## src/rtl/conv_window_gen.sv

```systemverilog
// conv_window_gen: raster pixel stream to 3x3 sliding window.
// Two line buffers plus per-row column shifters, valid windows only.
module conv_window_gen #(
  parameter int IMG_W = 8,
  parameter int IMG_H = 8
) (
  input  logic        clk,
  input  logic        rst_n,
  input  logic [31:0] s_data,
  input  logic        s_valid,
  output logic        s_ready,
  output logic [31:0] win0,
  output logic [31:0] win1,
  output logic [31:0] win2,
  output logic [31:0] win3,
  output logic [31:0] win4,
  output logic [31:0] win5,
  output logic [31:0] win6,
  output logic [31:0] win7,
  output logic [31:0] win8,
  output logic        m_valid,
  input  logic        m_ready,
  output logic        frame_done
);

  localparam int CW = $clog2(IMG_W);
  localparam int RW = $clog2(IMG_H);

  logic [CW-1:0] col_q, col_d;
  logic [RW-1:0] row_q, row_d;

  logic [31:0] lb1_q [IMG_W];
  logic [31:0] lb2_q [IMG_W];
  logic [31:0] lb1_rd, lb2_rd;

  // [0] holds column c-2, [1] column c-1; live input is column c
  logic [31:0] top_q [2];
  logic [31:0] mid_q [2];
  logic [31:0] cur_q [2];

  logic [31:0] win_q [9];
  logic [31:0] win_d [9];

  logic mv_q, mv_d;
  logic fd_q, fd_d;
  logic acc, col_end, row_end, produce;

  assign s_ready = !mv_q || m_ready;
  assign acc     = s_valid && s_ready;
  assign col_end = col_q == CW'(IMG_W - 1);
  assign row_end = row_q == RW'(IMG_H - 1);
  assign produce = acc && (row_q >= RW'(2))
                       && (col_q >= CW'(2));
  assign lb1_rd  = lb1_q[col_q];
  assign lb2_rd  = lb2_q[col_q];

  // next-state: raster counters, output handshake, window load
  always_comb begin
    col_d = col_q;
    row_d = row_q;
    if (acc) begin
      if (col_end) begin
        col_d = '0;
        row_d = row_end ? '0 : row_q + RW'(1);
      end else begin
        col_d = col_q + CW'(1);
      end
    end
    if (produce)      mv_d = 1'b1;
    else if (m_ready) mv_d = 1'b0;
    else              mv_d = mv_q;
    fd_d = acc && col_end && row_end;
    win_d = win_q;
    if (produce) begin
      win_d[0] = top_q[0];
      win_d[1] = top_q[1];
      win_d[2] = lb2_rd;
      win_d[3] = mid_q[0];
      win_d[4] = mid_q[1];
      win_d[5] = lb1_rd;
      win_d[6] = cur_q[0];
      win_d[7] = cur_q[1];
      win_d[8] = s_data;
    end
  end

  // line buffers shift down one row per accepted pixel; no reset needed
  always_ff @(posedge clk) begin
    if (acc) begin
      lb2_q[col_q] <= lb1_rd;
      lb1_q[col_q] <= s_data;
    end
  end

  // control, column shifters and registered window outputs
  always_ff @(posedge clk or negedge rst_n) begin
    if (!rst_n) begin
      col_q <= '0;
      row_q <= '0;
      mv_q  <= 1'b0;
      fd_q  <= 1'b0;
      for (int i = 0; i < 2; i++) begin
        top_q[i] <= '0;
        mid_q[i] <= '0;
        cur_q[i] <= '0;
      end
      for (int i = 0; i < 9; i++) win_q[i] <= '0;
    end else begin
      col_q <= col_d;
      row_q <= row_d;
      mv_q  <= mv_d;
      fd_q  <= fd_d;
      if (acc) begin
        top_q[0] <= top_q[1];
        top_q[1] <= lb2_rd;
        mid_q[0] <= mid_q[1];
        mid_q[1] <= lb1_rd;
        cur_q[0] <= cur_q[1];
        cur_q[1] <= s_data;
      end
      for (int i = 0; i < 9; i++) win_q[i] <= win_d[i];
    end
  end

  assign win0       = win_q[0];
  assign win1       = win_q[1];
  assign win2       = win_q[2];
  assign win3       = win_q[3];
  assign win4       = win_q[4];
  assign win5       = win_q[5];
  assign win6       = win_q[6];
  assign win7       = win_q[7];
  assign win8       = win_q[8];
  assign m_valid    = mv_q;
  assign frame_done = fd_q;

endmodule

```

## config.mk

```make
export PLATFORM = sky130hd
export DESIGN_NAME = conv_window_gen
export DESIGN_NICKNAME = d
export VERILOG_FILES = /design/src/rtl/conv_window_gen.sv
export SDC_FILE = /design/constraint.sdc
export NUM_CORES = 1
export LEC_CHECK = 0
export CORE_ASPECT_RATIO = 2
export CORE_MARGIN = 4
export CORE_UTILIZATION = 46
export DETAILED_ROUTE_END_ITERATION = 8
export PLACE_DENSITY = 0.78
export SLEW_MARGIN = 20
export SYNTH_ARGS = -nofsm -noshare
export SYNTH_HDL_FRONTEND = slang
export SYNTH_SLANG_ARGS = --single-unit
```

## constraint.sdc

```tcl
create_clock -name clk -period 20.8 [get_ports clk]
set_input_delay 5.2 -clock clk [delete_from_list [all_inputs] [get_ports clk]]
set_output_delay 5.2 -clock clk [all_outputs]
set_load 0.01 [all_outputs]
```

# Yosys cells after proc, flatten, opt, wreduce, memory -nomap -nowiden
# Memories as Yosys holds them, arrays and structs flattened.
# Index checks and enable logic that the tools add are counted.
# W data, S select, Z words.
[classes]
n_eq_ne = 2
n_reduce_logical = 9
bitwise_logic = 0
n_lt_le_gt_ge = 2
multipliers = 0
shift = 0
muxes = 6
div = 0
add_sub_neg = 2
[op_table]
columns = ["op", "n"]
rows = [
  ["$add A3 B1 Y3 const B", 2],
  ["$eq A3 B3 Y1 const B", 2],
  ["$ge A3 B2 Y1 const B", 2],
  ["$mux W3", 2],
  ["$logic_and A1 B1 Y1", 5],
  ["$mux W1", 4],
  ["$reduce_and A2 Y1", 1],
  ["$reduce_bool A2 Y1", 1],
  ["$logic_not A1 Y1", 1],
  ["$logic_or A1 B1 Y1", 1],
]
[totals]
register_bits = 488
latchBits = 0
word_cells = 42
in_bits = 36
memories = 2
mem_bits_rw = 512
mem_bits_ro = 0
[mem_list]
columns = ["name", "words", "word_bits", "read_ports", "rd_ports_with_merged_regs", "write_ports", "line_no", "source"]
rows = [
  ["lb1_q", 8, 32, 1, 0, 1, "32", "logic [31:0] lb1_q [IMG_W];"],
  ["lb2_q", 8, 32, 1, 0, 1, "33", "logic [31:0] lb2_q [IMG_W];"],
]

# Logic depth before layout (Yosys ltp)
# Gate-level depths: netlist (run 1).
[logic_depth]
depth_word = 6
ltp_mapped = 10
ltp_nobuf = 5

# Least setup slack after synthesis (run 1)
# Ideal clock, no wire load.
[synth_path]
path_type = "input port to flip-flop"
from = "in m_ready"
to = "mem lb1_q[0][0] (enable)"
setup_ps = 644
t_required_ps = 20156
stages = 6
t_arrival_ps = 11946
setup_slack_ps = 8210
path_buffers = 3
path_cell_list = "nand2b_1 -> buf_2 -> nand2_1 -> buf_2 -> buf_2 -> nor4_1"
[synth_via]
elab_chain_cells = 4
[synth_rtl]
columns = ["element", "line_no", "source"]
rows = [
  ["from (decl)", "22", "input logic m_ready,"],
  ["$logic_or A1 B1 Y1", "48", "assign s_ready = !mv_q || m_ready;"],
  ["$logic_and A1 B1 Y1", "49", "assign acc = s_valid && s_ready;"],
  ["$mux W1", "89", "if (acc) begin"],
  ["$mux W1 (not written as such)", "91", "lb1_q[col_q] <= s_data;"],
  ["to (decl)", "32", ""],
]
# No other way between the ends.

# Final worst setup path (run 1)
[layout_path]
from = "in m_ready"
to = "out s_ready"
[layout_via]
elab_chain_cells = 1
[layout_rtl]
columns = ["element", "line_no", "source"]
rows = [
  ["$logic_or A1 B1 Y1", "48", ""],
  ["to (decl)", "11", "output logic s_ready,"],
]
# No other way between the ends.

==> results.txt, run 1 <==
Post-Syn Area: 0.0377 mm2
Area growth, synth to finish: 19.0%
Flop2flop setup slack: 16.30 ns
Top post-synthesis cells by area: edfxtp_1, dfrtp_1, mux4_2, mux2_2, mux2_1
Clk pin slew, worst setup/hold paths: 0.07 ns
Synthesis Warnings: 0
Met2 wire len: 40900 um
Cts hold-fix bufs: 0
Slew @ Worst Pin: 1.13 ns
Post-Syn Nets: 2020
Count leader, synth: edfxtp_1
R2r worst-path depth: 8
Iteration-0 DRC Markers: 1553
Vias: 18625
Reg-to-Reg Start: col_q[1]$_DFFE_PN0P_
Post-Route WL: 79100 um
Via density: 5.41
DR WL met3: 5030 um
Synth cell types: 27
Asr flop ratio synth: 48.8%
Pwr dens: 159 mW/mm2
Sink Count: 1000
Core area: 0.0813 mm2
Final Max Slew Viols: 0
Initial antenna violation count: 0
Postcts setup bufs: 0
CP dominant cell by count: clkdlybuf4s50_1
Vias in the first global route: 20674
Setup TNS: 0 ns
Synth area leader: edfxtp_1
Final hold slack: 0.471 ns
Final period util: 57.8%
VDD IR max: 0.126 mV
Post-DRT Antenna Nets: 0
Row cnt: 148
Placed insts: 3281
First-pass GRT wire length: 123000 um
Placer's final routability congestion estimate: 0.747
Syn_area_per_cell: 19.0 um2
Crit Path Class: in -> out
Critical Path Start Type: input port
Final-report setup violation count: 0
RSZ-0062 raised after global routing: false
Nets: 2360
Clk root buf: clkbuf_16
Hold depth: 1
CTS resizes: 0
CP peak stage delay: 0.66 ns
Clock latency on the worst-skew pair: 0.66 ns
GRT overflow: 0
Cells after synthesis: 1978
Die H: 413 um
WP buf/inv: 2
Max-cap violations: 0
Top delay family on crit path: buffers and inverters
PortBufs: 326
Worst hold path endpoint: win6[20]$_DFFE_PN0P_
Max Fclk: 0.0831 GHz
Crit-path cells: clkdlybuf4s50_1 > nand2b_4 > clkdlybuf4s50_1
DR WL/cell: 23.0 um
Die ar.: 0.0868 mm2
Final hold vios: 0
Starting Density: 46.3%
CTS Buf Count: 84
Half-perimeter wire length after placement: 47700 um
Top cells by count, synth: edfxtp_1, dfrtp_1, mux2_2
Final cell count without fillers: 3440
Status: finished clean
Die extent in x: 210 um
Relative slew slack: 24.9%
Hold/Removal Path Class: reg -> reg
Layout cells sized above 1: 22.3%
CTS tree: yes
Max clock buf depth: 3
Pwr Total: 7.14 mW
Top Ports: 327
Metal-1 WL: 31100 um
Reg2reg end: win7[10]$_DFFE_PN0P_
Pin count of the biggest net entering global routing: 159
Leakage: 17.0 nW
Post-synth EDFFs: 512
Hold Startpoint: cur_q[52]$_DFFE_PN0P_
Final min period: 12.03 ns
Setup crit end kind: primary output
Critical Path Fanout Max: 30
Crit path DAT: 6.83 ns
Synth top area share: 40.8%
Clock H-tree levels: 3
CP max stage cell: clkdlybuf4s50_1
Post-synthesis sequential area ratio: 73.2%
Post-synthesis register bit count: 1000
Router iterations before antenna repair: 5
Tot GR Track Use: 18.4%
Top_reg_cell synth: edfxtp_1
Top layer in use: met4
DRC: 0
Required time worst endpoint: 15.60 ns
Worst Skew: 0.0220 ns
-- layer usage --
metal | vias up | GRT usage (%)
li1 | 8100 | -
met1 | 9833 | 23.0
met2 | 554 | 32.0
met3 | 138 | 4.08
met4 | 0 | 5.95
met5 | - | 0
-- sequential cells by signal, indices dropped and copies added, names as in the netlist, 32 cells and up --
name and flops:
lb1_q 256, win7 32, top_q 64, lb2_q 256, win6 32, win3 32, win2 32, mid_q 64
cur_q 64, win8 32, win0 32, win1 32, win4 32, win5 32
-- cells in the final DEF, fill, tap and decap left out, drive strengths merged, types with 3 or more instances in the layout --
cell	synthesis	layout
edfxtp	512	512
dfrtp	488	488
mux2	355	355
clkdlybuf4s50	0	324
a21oi	130	130
mux2i	129	129
mux4	128	128
clkbuf	24	110
inv	99	107
buf	83	37
clkinv	0	25
clkinvlp	0	7
ha	6	6
bufinv	0	6
nor3	4	4
nand2	4	4
nor2	4	4
nand3	3	3
-- worst max-delay path by stage --
stage	from	to	slack, ns	cells past startpoint
after global placement	m_ready	s_ready	8.75	3
after detailed placement	m_ready	s_ready	8.74	3
after CTS	m_ready	s_ready	8.73	3
after floorplan	m_ready	lb1_q[0][0]$_DFFE_PP_	8.21	6
after global routing	m_ready	s_ready	8.70	3
final	m_ready	s_ready	8.77	3
-- report_power, final --
part / switching (mW) / internal, mW / total (mW)
Clock: 0.712 / 0.897 / 1.61
Sequential: 0.334 / 2.82 / 3.16
Combinational: 1.16 / 1.22 / 2.38
Total: 2.20 / 4.94 / 7.14
-- logic make-up after synthesis --
group | Yosys count | share of synthesized area (%)
muxes | 612 | 21.7
and+or+nand+nor | 23 | 0.306
adders and majority gates | 6 | 0.199
AOI/OAI and AO/OA | 131 | 1.74
buffers and inverters | 206 | 2.81
DFF | 1000 | 73.2
-- final cells by class --
type,count,area [um2]
inverters,99,374
diodes,2,5.00
fillers,6175,36500
flip-flops and latches,1000,27600
multi-input cells,772,9080
well taps,1050,1310
clock buffers,110,2400
clock inverters,46,449
repair buffers,361,3600
-- stage by stage --
| stage | setup slack, ns | utilization, % | cell area (um2) |
|---|---|---|---|
| floorplan | 8.21 | - | 37700 |
| global placement | 8.75 | 51.5 | 41900 |
| detailed placement | 8.74 | 51.6 | 41900 |
| CTS | 8.73 | 55.1 | 44800 |
| global route | 8.70 | 55.1 | 44800 |
| finish | 8.77 | 55.1 | 44800 |
Note: power is estimated with default switching activity, not from simulation.
==> run 2: changes to the inputs <==
Settings changed: PLACE_DENSITY 0.78 to 0.8.
Clock period 20.8 ns to 10.8 ns, I/O delays scaled along.
==> run 2 against run 1 <==
Compared with the run above:
- setup slack got worse by 5.1 ns
- flip-flop and latch count did not move
- clock-buffer cell count rose by 6
- highest routed layer unchanged
- die area did not move
- register-to-register slack got worse by 9.5 ns
- combinational power rose by 89%
- final cell count fell by 0.17%
- utilization rose by 0.089 points
- sequential power rose by 94%
- power rose by 94%
==> results.txt, run 2 (synthesized netlist as in run 1, its figures left out) <==
Final period util: 66.1%
Final min period: 7.13 ns
Multi-input gate area: 0.00908 mm2 (unchanged)
Core area: 0.0813 mm2 (unchanged)
Clock H-tree levels: 3 (unchanged)
Iteration-0 DRC Markers: 1404 (was 1553)
Slew @ Worst Pin: 1.10 ns (was 1.13 ns)
Starting Density: 46.3% (unchanged)
Placer's final routability congestion estimate: 0.743 (was 0.747)
Max-cap violations: 0 (unchanged)
VDD IR max: 0.205 mV (was 0.126 mV)
Via density: 5.42 (was 5.41)
DRC: 0 (unchanged)
CTS Buf Count: 85 (was 84)
Register area: 0.0276 mm2 (unchanged)
Status: finished clean (unchanged)
Critical Path Fanout Max: 48 (was 30)
Die ar.: 0.0868 mm2 (unchanged)
Leakage: 17.0 nW (about the same)
Area growth, synth to finish: 19.2% (was 19.0%)
Most frequent cells in the layout: edfxtp_1, dfrtp_1, clkdlybuf4s50_1, mux2_2, mux2_1 (unchanged)
RSZ-0062 raised after global routing: false (unchanged)
Vias in the first global route: 20426 (was 20674)
Sink Count: 1000 (unchanged)
Switching power: 4.24 mW (was 2.20 mW)
Die H: 413 um (unchanged)
Final-report setup violation count: 0 (unchanged)
Crit Path Class: in -> out (unchanged)
First-pass GRT wire length: 121000 um (was 123000 um)
DR WL/cell: 22.6 um (was 23.0 um)
Switching Fraction: 30.7% (was 30.8%)
Combinational share of power: 32.6% (was 33.3%)
Postcts setup bufs: 0 (unchanged)
Clk root buf: clkbuf_16 (unchanged)
Top Ports: 327 (unchanged)
Final hold slack: 0.477 ns (was 0.471 ns)
Critical Path Start Type: input port (unchanged)
Router iterations before antenna repair: 5 (unchanged)
Initial antenna violation count: 0 (unchanged)
Final hold vios: 0 (unchanged)
Nets: 2352 (was 2360)
Clk pin slew, worst setup/hold paths: 0.07 ns (about the same)
Tot GR Track Use: 17.9% (was 18.4%)
PortBufs: 326 (unchanged)
Vias: 18598 (was 18625)
Cts hold-fix bufs: 0 (unchanged)
Required time worst endpoint: 8.10 ns (was 15.60 ns)
Row cnt: 148 (unchanged)
Pin count of the biggest net entering global routing: 175 (was 159)
Die extent in x: 210 um (unchanged)
Filler Cell Count: 6145 (was 6175)
Setup TNS: 0 ns (unchanged)
Setup crit end kind: primary output (unchanged)
Max Fclk: 0.140 GHz
CTS tree: yes (unchanged)
Regs by FF count: lb1_q x256, lb2_q x256 (unchanged)
Clock power frac: 23.2% (was 22.5%)
Max clock buf depth: 3 (unchanged)
Commonest non-fill, non-tap cell in the layout: edfxtp_1 (unchanged)
Hold/Removal Path Class: reg -> reg (unchanged)
Post-DRT Antenna Nets: 0 (unchanged)
Crit path DAT: 4.43 ns (was 6.83 ns)
Worst Skew: 0.0227 ns (was 0.0220 ns)
Relative slew slack: 26.2% (was 24.9%)
CTS resizes: 0 (unchanged)
Pint: 9.59 mW (was 4.94 mW)
Half-perimeter wire length after placement: 46300 um (was 47700 um)
Final Max Slew Viols: 0 (unchanged)
Post-Route WL: 77500 um (was 79100 um)
Layout cells sized above 1: 21.8% (was 22.3%)
GRT overflow: 0 (unchanged)
Pwr dens: 308 mW/mm2 (was 159 mW/mm2)
Clock latency on the worst-skew pair: 0.67 ns (was 0.66 ns)
Share of power burned in registers: 44.2% (about the same)
-- run 2: cell count changes in the layout (fill, tap and decap cells not counted), moves of 3 or more --
cell | previous run | this run
buf_12 | 1 | 5
buf_16 | 3 | 0
buf_4 | 32 | 21
bufinv_16 | 6 | 9
clkbuf_1 | 8 | 14
clkinv_2 | 16 | 4
clkinvlp_4 | 5 | 8
inv_6 | 7 | 4
-- run 2: per-stage QoR --
stage / setup WS [ns] / util, % / std cells / cell area, um2 / total power, mW
floorplan: 0.710 / - / 1978 / 37700 / 8.70
global placement: 3.63 / 51.5 / 3273 / 41900 / 10.5
detailed placement: 3.65 / 51.5 / 3273 / 41900 / 10.8
CTS: 3.64 / 55.2 / 3433 / 44900 / 14.0
global route: 3.62 / 55.2 / 3433 / 44900 / 14.6
finish: 3.67 / 55.2 / 3434 / 44900 / 13.8
-- run 2: final timing paths --
path / slack (ns) / cells past startpoint / end / start
max in group asynchronous: 6.56 / 3 / win6[14]$_DFFE_PN0P_ / rst_n
worst min-delay path: 0.48 / 1 / win3[8]$_DFFE_PN0P_ / mid_q[40]$_DFFE_PN0P_
min in group asynchronous: 2.11 / 1 / win2[27]$_DFFE_PN0P_ / rst_n
worst min register to register: 0.48 / 1 / win3[8]$_DFFE_PN0P_ / mid_q[40]$_DFFE_PN0P_
worst max-delay path: 3.67 / 3 / s_ready / m_ready
worst max register to register: 6.84 / 5 / lb1_q[1][14]$_DFFE_PP_ / m_valid$_DFFE_PN0P_
-- run 2: power by group through the flow --
stage | clock [mW] | sequential [mW] | combinational [mW]
after global routing | 3.46 | 6.26 | 4.87
final | 3.21 | 6.12 | 4.51
after floorplan | 0 | 6.21 | 2.49
after detailed placement | 0 | 6.20 | 4.56
after CTS | 3.30 | 6.14 | 4.60
after global placement | 0 | 6.10 | 4.41
-- run 2: area by class of cell --
cell class | count | area share, %
clock inverter | 44 | 1.25
clock buffer | 116 | 5.42
antenna | 1 | 0.00558
multi-input combinational | 772 | 20.2
timing repair buffer | 352 | 7.86
inverter | 99 | 0.833
sequential | 1000 | 61.5
tap | 1050 | 2.93
-- run 2: metal layers --
layer	up-vias	global-route usage, %	share of wire, %
li1	8109	-	-
met4	0	6.20	2.9
met2	584	30.7	52
met3	125	3.53	5.8
met5	-	0	0
met1	9780	22.9	40
-- run 2: critical path: stages --
cell	delay, ns
clkdlybuf4s50_1	0.47
nand2b_4	0.56
clkdlybuf4s50_1	0.69
